**config.mk**
```make
export PLATFORM = sky130hd
export DESIGN_NAME = lift_req_queue
export DESIGN_NICKNAME = d
export VERILOG_FILES = /design/src/rtl/lift_pkg.sv /design/src/rtl/lift_req_fifo.sv /design/src/rtl/lift_req_queue.sv
export SDC_FILE = /design/constraint.sdc
export NUM_CORES = 1
export LEC_CHECK = 0
export CAP_MARGIN = 20
export CORE_MARGIN = 2
export CORE_UTILIZATION = 25
export DETAILED_ROUTE_END_ITERATION = 10
export GPL_TIMING_DRIVEN = 1
export PLACE_DENSITY = 0.43
export SLEW_MARGIN = 5
export SYNTH_ARGS = -nofsm -noshare
export SYNTH_HDL_FRONTEND = slang
export SYNTH_SLANG_ARGS = --single-unit
```
**constraint.sdc**
```tcl
create_clock -name clk -period 4.4 [get_ports clk]
set_clock_uncertainty 0.05 [all_clocks]
set_input_delay 0.88 -clock clk [delete_from_list [all_inputs] [get_ports clk]]
set_output_delay 0.88 -clock clk [all_outputs]
set_load 0.02 [all_outputs]
```
**src/rtl/lift_pkg.sv**
```systemverilog
// Shared hall-call definitions: request codes, lift directions and the
// default request FIFO depth.
package lift_pkg;

    localparam int LIFT_DEPTH = 4;
    localparam int NUM_CALLS  = 6;

    localparam logic [2:0] REQ_NONE = 3'b000;
    localparam logic [2:0] REQ_1U   = 3'b001;
    localparam logic [2:0] REQ_2U   = 3'b010;
    localparam logic [2:0] REQ_3U   = 3'b011;
    localparam logic [2:0] REQ_2D   = 3'b110;
    localparam logic [2:0] REQ_3D   = 3'b111;
    localparam logic [2:0] REQ_4D   = 3'b100;

    typedef enum logic [1:0] {
        STAY = 2'd0,
        UP   = 2'd1,
        DOWN = 2'd2
    } lift_dir_e;

    // Button index (bit0..5 = 1U, 2U, 3U, 2D, 3D, 4D) to request code.
    function automatic logic [2:0] call_code(input int idx);
        case (idx)
            0:       call_code = REQ_1U;
            1:       call_code = REQ_2U;
            2:       call_code = REQ_3U;
            3:       call_code = REQ_2D;
            4:       call_code = REQ_3D;
            5:       call_code = REQ_4D;
            default: call_code = REQ_NONE;
        endcase
    endfunction

    // Request code back to its one-hot button bit; NONE maps to no bit.
    function automatic logic [5:0] code_mask(input logic [2:0] code);
        case (code)
            REQ_1U:  code_mask = 6'b000001;
            REQ_2U:  code_mask = 6'b000010;
            REQ_3U:  code_mask = 6'b000100;
            REQ_2D:  code_mask = 6'b001000;
            REQ_3D:  code_mask = 6'b010000;
            REQ_4D:  code_mask = 6'b100000;
            default: code_mask = 6'b000000;
        endcase
    endfunction

    function automatic lift_dir_e code_dir(input logic [2:0] code);
        if (code == REQ_NONE)
            code_dir = STAY;
        else if (code[2])
            code_dir = DOWN;
        else
            code_dir = UP;
    endfunction

endpackage

```
**src/rtl/lift_req_fifo.sv**
```systemverilog
// Small circular request FIFO; head entry is visible combinationally on rdata
// and reads as zero when empty.
module lift_req_fifo #(
    parameter int DEPTH = 4,
    parameter int W     = 3
) (
    input  logic                     clk,
    input  logic                     rst_n,
    input  logic                     push,
    input  logic                     pop,
    input  logic [W-1:0]             wdata,
    output logic [W-1:0]             rdata,
    output logic [$clog2(DEPTH):0]   count,
    output logic                     full,
    output logic                     empty
);

    localparam int AW = $clog2(DEPTH);
    localparam int CW = AW + 1;

    logic [W-1:0]  mem [DEPTH];
    logic [AW-1:0] rd_ptr;
    logic [AW-1:0] wr_ptr;

    // Handshake: the caller asserts push only when !full or together with pop,
    // and pop only when !empty; the FIFO does not re-qualify either strobe.
    always_ff @(posedge clk) begin
        if (!rst_n) begin
            rd_ptr <= '0;
            wr_ptr <= '0;
            count  <= '0;
        end else begin
            if (push)
                wr_ptr <= wr_ptr + 1'b1;
            if (pop)
                rd_ptr <= rd_ptr + 1'b1;
            if (push && !pop)
                count <= count + 1'b1;
            else if (pop && !push)
                count <= count - 1'b1;
        end
    end

    always_ff @(posedge clk) begin
        if (push)
            mem[wr_ptr] <= wdata;
    end

    assign empty = (count == '0);
    assign full  = (count == CW'(DEPTH));
    assign rdata = empty ? '0 : mem[rd_ptr];

endmodule

```
**src/rtl/lift_req_queue.sv**
```systemverilog
// Hall-call capture: edge-detects buttons, suppresses duplicates, and feeds
// waiting calls in fixed priority order into the request FIFO.
module lift_req_queue
    import lift_pkg::*;
#(
    parameter int DEPTH = LIFT_DEPTH
) (
    input  logic                     clk,
    input  logic                     rst_n,
    input  logic [5:0]               btn,
    input  logic                     done,
    output logic [2:0]               din,
    output logic                     q_empty,
    output logic                     full,
    output logic [$clog2(DEPTH):0]   count,
    output logic [5:0]               pending
);

    logic [5:0] btn_q;
    logic [5:0] queued;
    logic [5:0] press;
    logic [5:0] waiting;
    logic [5:0] push_mask;
    logic [5:0] pop_mask;
    logic [2:0] push_code;
    logic       pop;
    logic       push;

    assign press   = btn & ~btn_q;
    assign waiting = pending & ~queued;
    assign pop     = done & ~q_empty;
    // A full FIFO still takes a push when the head leaves in the same cycle.
    assign push    = (|waiting) & (~full | pop);

    always_comb begin
        push_mask = '0;
        push_code = REQ_NONE;
        for (int i = NUM_CALLS - 1; i >= 0; i--) begin
            if (waiting[i]) begin
                push_mask    = '0;
                push_mask[i] = 1'b1;
                push_code    = call_code(i);
            end
        end
    end

    assign pop_mask = pop ? code_mask(din) : '0;

    // A press landing on the cycle its own code is popped keeps the lamp lit
    // with queued clear, so the call goes back into the FIFO.
    always_ff @(posedge clk) begin
        if (!rst_n) begin
            btn_q   <= '0;
            pending <= '0;
            queued  <= '0;
        end else begin
            btn_q   <= btn;
            pending <= (pending & ~pop_mask) | press;
            queued  <= (queued & ~pop_mask) | (push ? push_mask : 6'b000000);
        end
    end

    lift_req_fifo #(
        .DEPTH (DEPTH),
        .W     (3)
    ) u_fifo (
        .clk   (clk),
        .rst_n (rst_n),
        .push  (push),
        .pop   (pop),
        .wdata (push_code),
        .rdata (din),
        .count (count),
        .full  (full),
        .empty (q_empty)
    );

endmodule

```
==> flow_metrics.py <==
metrics = {
    "critical_path": {
        "timing.rr.start": "u_fifo.count[0]",
        "endpoint": "din[2]",
        "rr_endpoint": "u_fifo.count[2]",
        "worstPathArrival_ps": 2190,
        "end_kind": "primary output",
        "worstPathRequired_ps": 3470,
        "crit_path_max_fanout": 5,
        "cp-start-kind": "flop",
        "r2r_slack_ps": 1900,
        "critPathKind": "reg -> out",
        "r2r_cells": 7,
    },
    "placed_design": {
        "dp_hpwl_um": 2570,
        "pre_cts_ws_ps": 1230,
        "placement.io_buffers": 22,
        "dpl-instance-area_um2": 1930,
        "place_congestion": 0.736,
    },
    "cts": {
        "clockRootBuffer": "clkbuf_8",
        "h-tree-depth": 2,
        "post-cts-setup-buffers": 0,
        "clk-insertion-delay-late_ps": 290,
        "cts_buffer_depth": 2,
        "cts_resized": 0,
        "clk_pin_slew_ps": 70,
        "numCtsBuffers": 5,
        "cts.sinks": 39,
        "cts_hold_buf": 0,
        "cts_tree": "built",
    },
    "synthesis": {
        "ys_warn_count": 0,
        "syn_nets": 162,
        "avgSynthCellArea_um2": 11.0,
        "ys_types": 35,
        "synth_area_leaders": "dfxtp_1 (33%), edfxtp_1 (22%), nor2b_1 (4.2%)",
        "yosys.area.top_type": "dfxtp_1",
        "ys_seq_area_share_pct": 55.5,
        "synth_top_area_share_pct": 33.3,
        "syn_inst": 147,
        "ys_ff_latch": 39,
        "syn-cell-area_um2": 1620,
    },
    "finish": {
        "layout_common_cells": "dfxtp_1 (27), clkdlybuf4s50_1 (22), inv_1 (12), edfxtp_1 (12), nor2b_1 (11)",
        "final_common_cell": "dfxtp_1",
        "syn_to_final_growth_pct": 25.2,
        "final_net_count": 189,
        "multiInputGateArea_um2": 667,
        "regArea_um2": 901,
        "nFillCells": 660,
        "drive_gt1_share_pct": 6.86,
        "final_core_util_pct": 32.2,
        "antenna_cells": 0,
        "design_area_um2": 2030,
    },
    "floorplanning": {
        "row_count": 29,
        "die_w_um": 84.6,
        "die_area_um2": 7160,
        "initial_core_util_pct": 25.7,
        "dieHeight_um": 84.6,
        "io_pins": 23,
        "core_um2": 6310,
    },
    "worst_hold_path": {
        "hp-class": "reg -> reg",
        "min_from": "btn_q[5]",
        "hold_depth": 1,
    },
    "timing": {
        "max_freq_ghz": 0.320,
        "tns_ps": 0,
        "rsz0062_at_grt": "no",
        "setup_viol": 0,
        "setup_ws_ps": 1280,
        "slew_headroom_pct": 49.8,
        "period_minus_slack_ps": 3120,
        "hold_viol_final": 0,
        "drv_slew": 0,
        "finalCritPeriodShare_pct": 71.0,
        "tightest_slew_ps": 751,
    },
    "grt": {
        "antenna_found_initial": 0,
        "overflow": 0,
        "track_usage_pct": 10.2,
        "grt_max_degree": 21,
        "grt_pass1_vias": 1161,
        "grt_first_pass_wirelength_um": 5620,
    },
    "pwr": {
        "ir_drop_uv": 253,
        "leakagePower_uw": 0.000788,
        "power_density_nw_per_um2": 623,
    },
    "detailed_routing": {
        "firstDrtPassIters": 4,
        "drcViolationCount": 0,
        "drt-initial-drc-count": 52,
        "ant_nets": 0,
        "wirelength_um": 3440,
        "wl_per_cell_um": 13.6,
        "vias_per_cell": 4.57,
        "vias": 1152,
    },
    "outcome": {
        "outcome": "completed",
    },
    "flow_run": {
        "drv_cap": 0,
    },
}
==> layout make-up <==
class                   instances  share of cell area [%]
clock buffers                   8                    4.92
multi-input cells              93                    32.8
inverters                      13                    2.40
flip-flops and latches         39                    44.3
well taps                      77                    4.74
repair buffers                 22                    10.8
==> synthesized netlist by cell type <==
library cell / number
and2_1: 8
a21oi_2: 1
nor3b_1: 2
o41ai_1: 1
nand3_1: 5
a31oi_1: 1
inv_1: 12
fa_1: 1
nor2_1: 9
o21ai_0: 6
xnor2_1: 2
ha_1: 5
clkinv_1: 1
and3b_1: 1
nand3b_1: 1
o31ai_1: 1
o22ai_1: 1
clkbuf_1: 2
dfxtp_1: 27
a31o_2: 1
mux4_2: 2
a32o_1: 5
xor2_1: 2
mux4_1: 1
nor2b_1: 11
nor3_1: 2
a31o_1: 1
or3_1: 2
mux2i_1: 2
nor2_2: 1
nand2_1: 10
edfxtp_1: 12
and3_1: 2
a21oi_1: 2
nand2b_1: 4
==> how the worst min path moves through the flow <==
stage / end / slack (ps)
2_1_floorplan: pending[1] / 350
3_5_place_dp: pending[4] / 370
6_report: pending[5] / 370
5_1_grt: pending[1] / 380
4_1_cts: pending[5] / 380
3_3_place_gp: pending[1] / 350
==> state kept, by name (all words and copies together), names as in the netlist, named ones only <==
signal         flops
u_fifo.wr_ptr      2
queued             6
u_fifo.count       3
pending            6
btn_q              6
u_fifo.rd_ptr      2
u_fifo.mem        12
==> logic make-up after synthesis <==
family          after synthesis  synth area share [%]
compound gates               20                  8.94
fa+ha+maj                     6                  5.08
simple gates                 58                  19.3
buf+inv                      15                  3.47
xor+xnor                      4                  2.16
mux                           5                  5.62
flops                        39                  55.5
==> per-layer routing <==
layer / share of wire, % / routed length, um / vias to the layer above / GRT usage, %
met2: 44 / 1510 / 36 / 15.5
met1: 48 / 1640 / 547 / 13.0
met5: 0 / 0 / - / 0
met3: 6.5 / 224 / 6 / 3.83
li1: - / - / 563 / -
met4: 1.9 / 66 / 0 / 4.18
==> power by group <==
group / internal, uW / total (uW) / switching, uW
combinational: 220 / 488 / 268
clock: 143 / 257 / 114
sequential: 467 / 521 / 53.5
==> per-stage QoR <==
stage / std cells / total power, uW / hold WS (ps)
after floorplan: 147 / 835 / 349
after global placement: 244 / 1010 / 355
after detailed placement: 244 / 1020 / 369
after CTS: 252 / 1280 / 378
after global routing: 252 / 1350 / 382
final: 252 / 1270 / 366
==> critical path, cell delays in order (launching register included) <==
cell	delay [ps]
dfxtp_1	430
mux4_1	720
nor2b_1	190
clkdlybuf4s50_1	570
(Power assumes the default switching activity.)
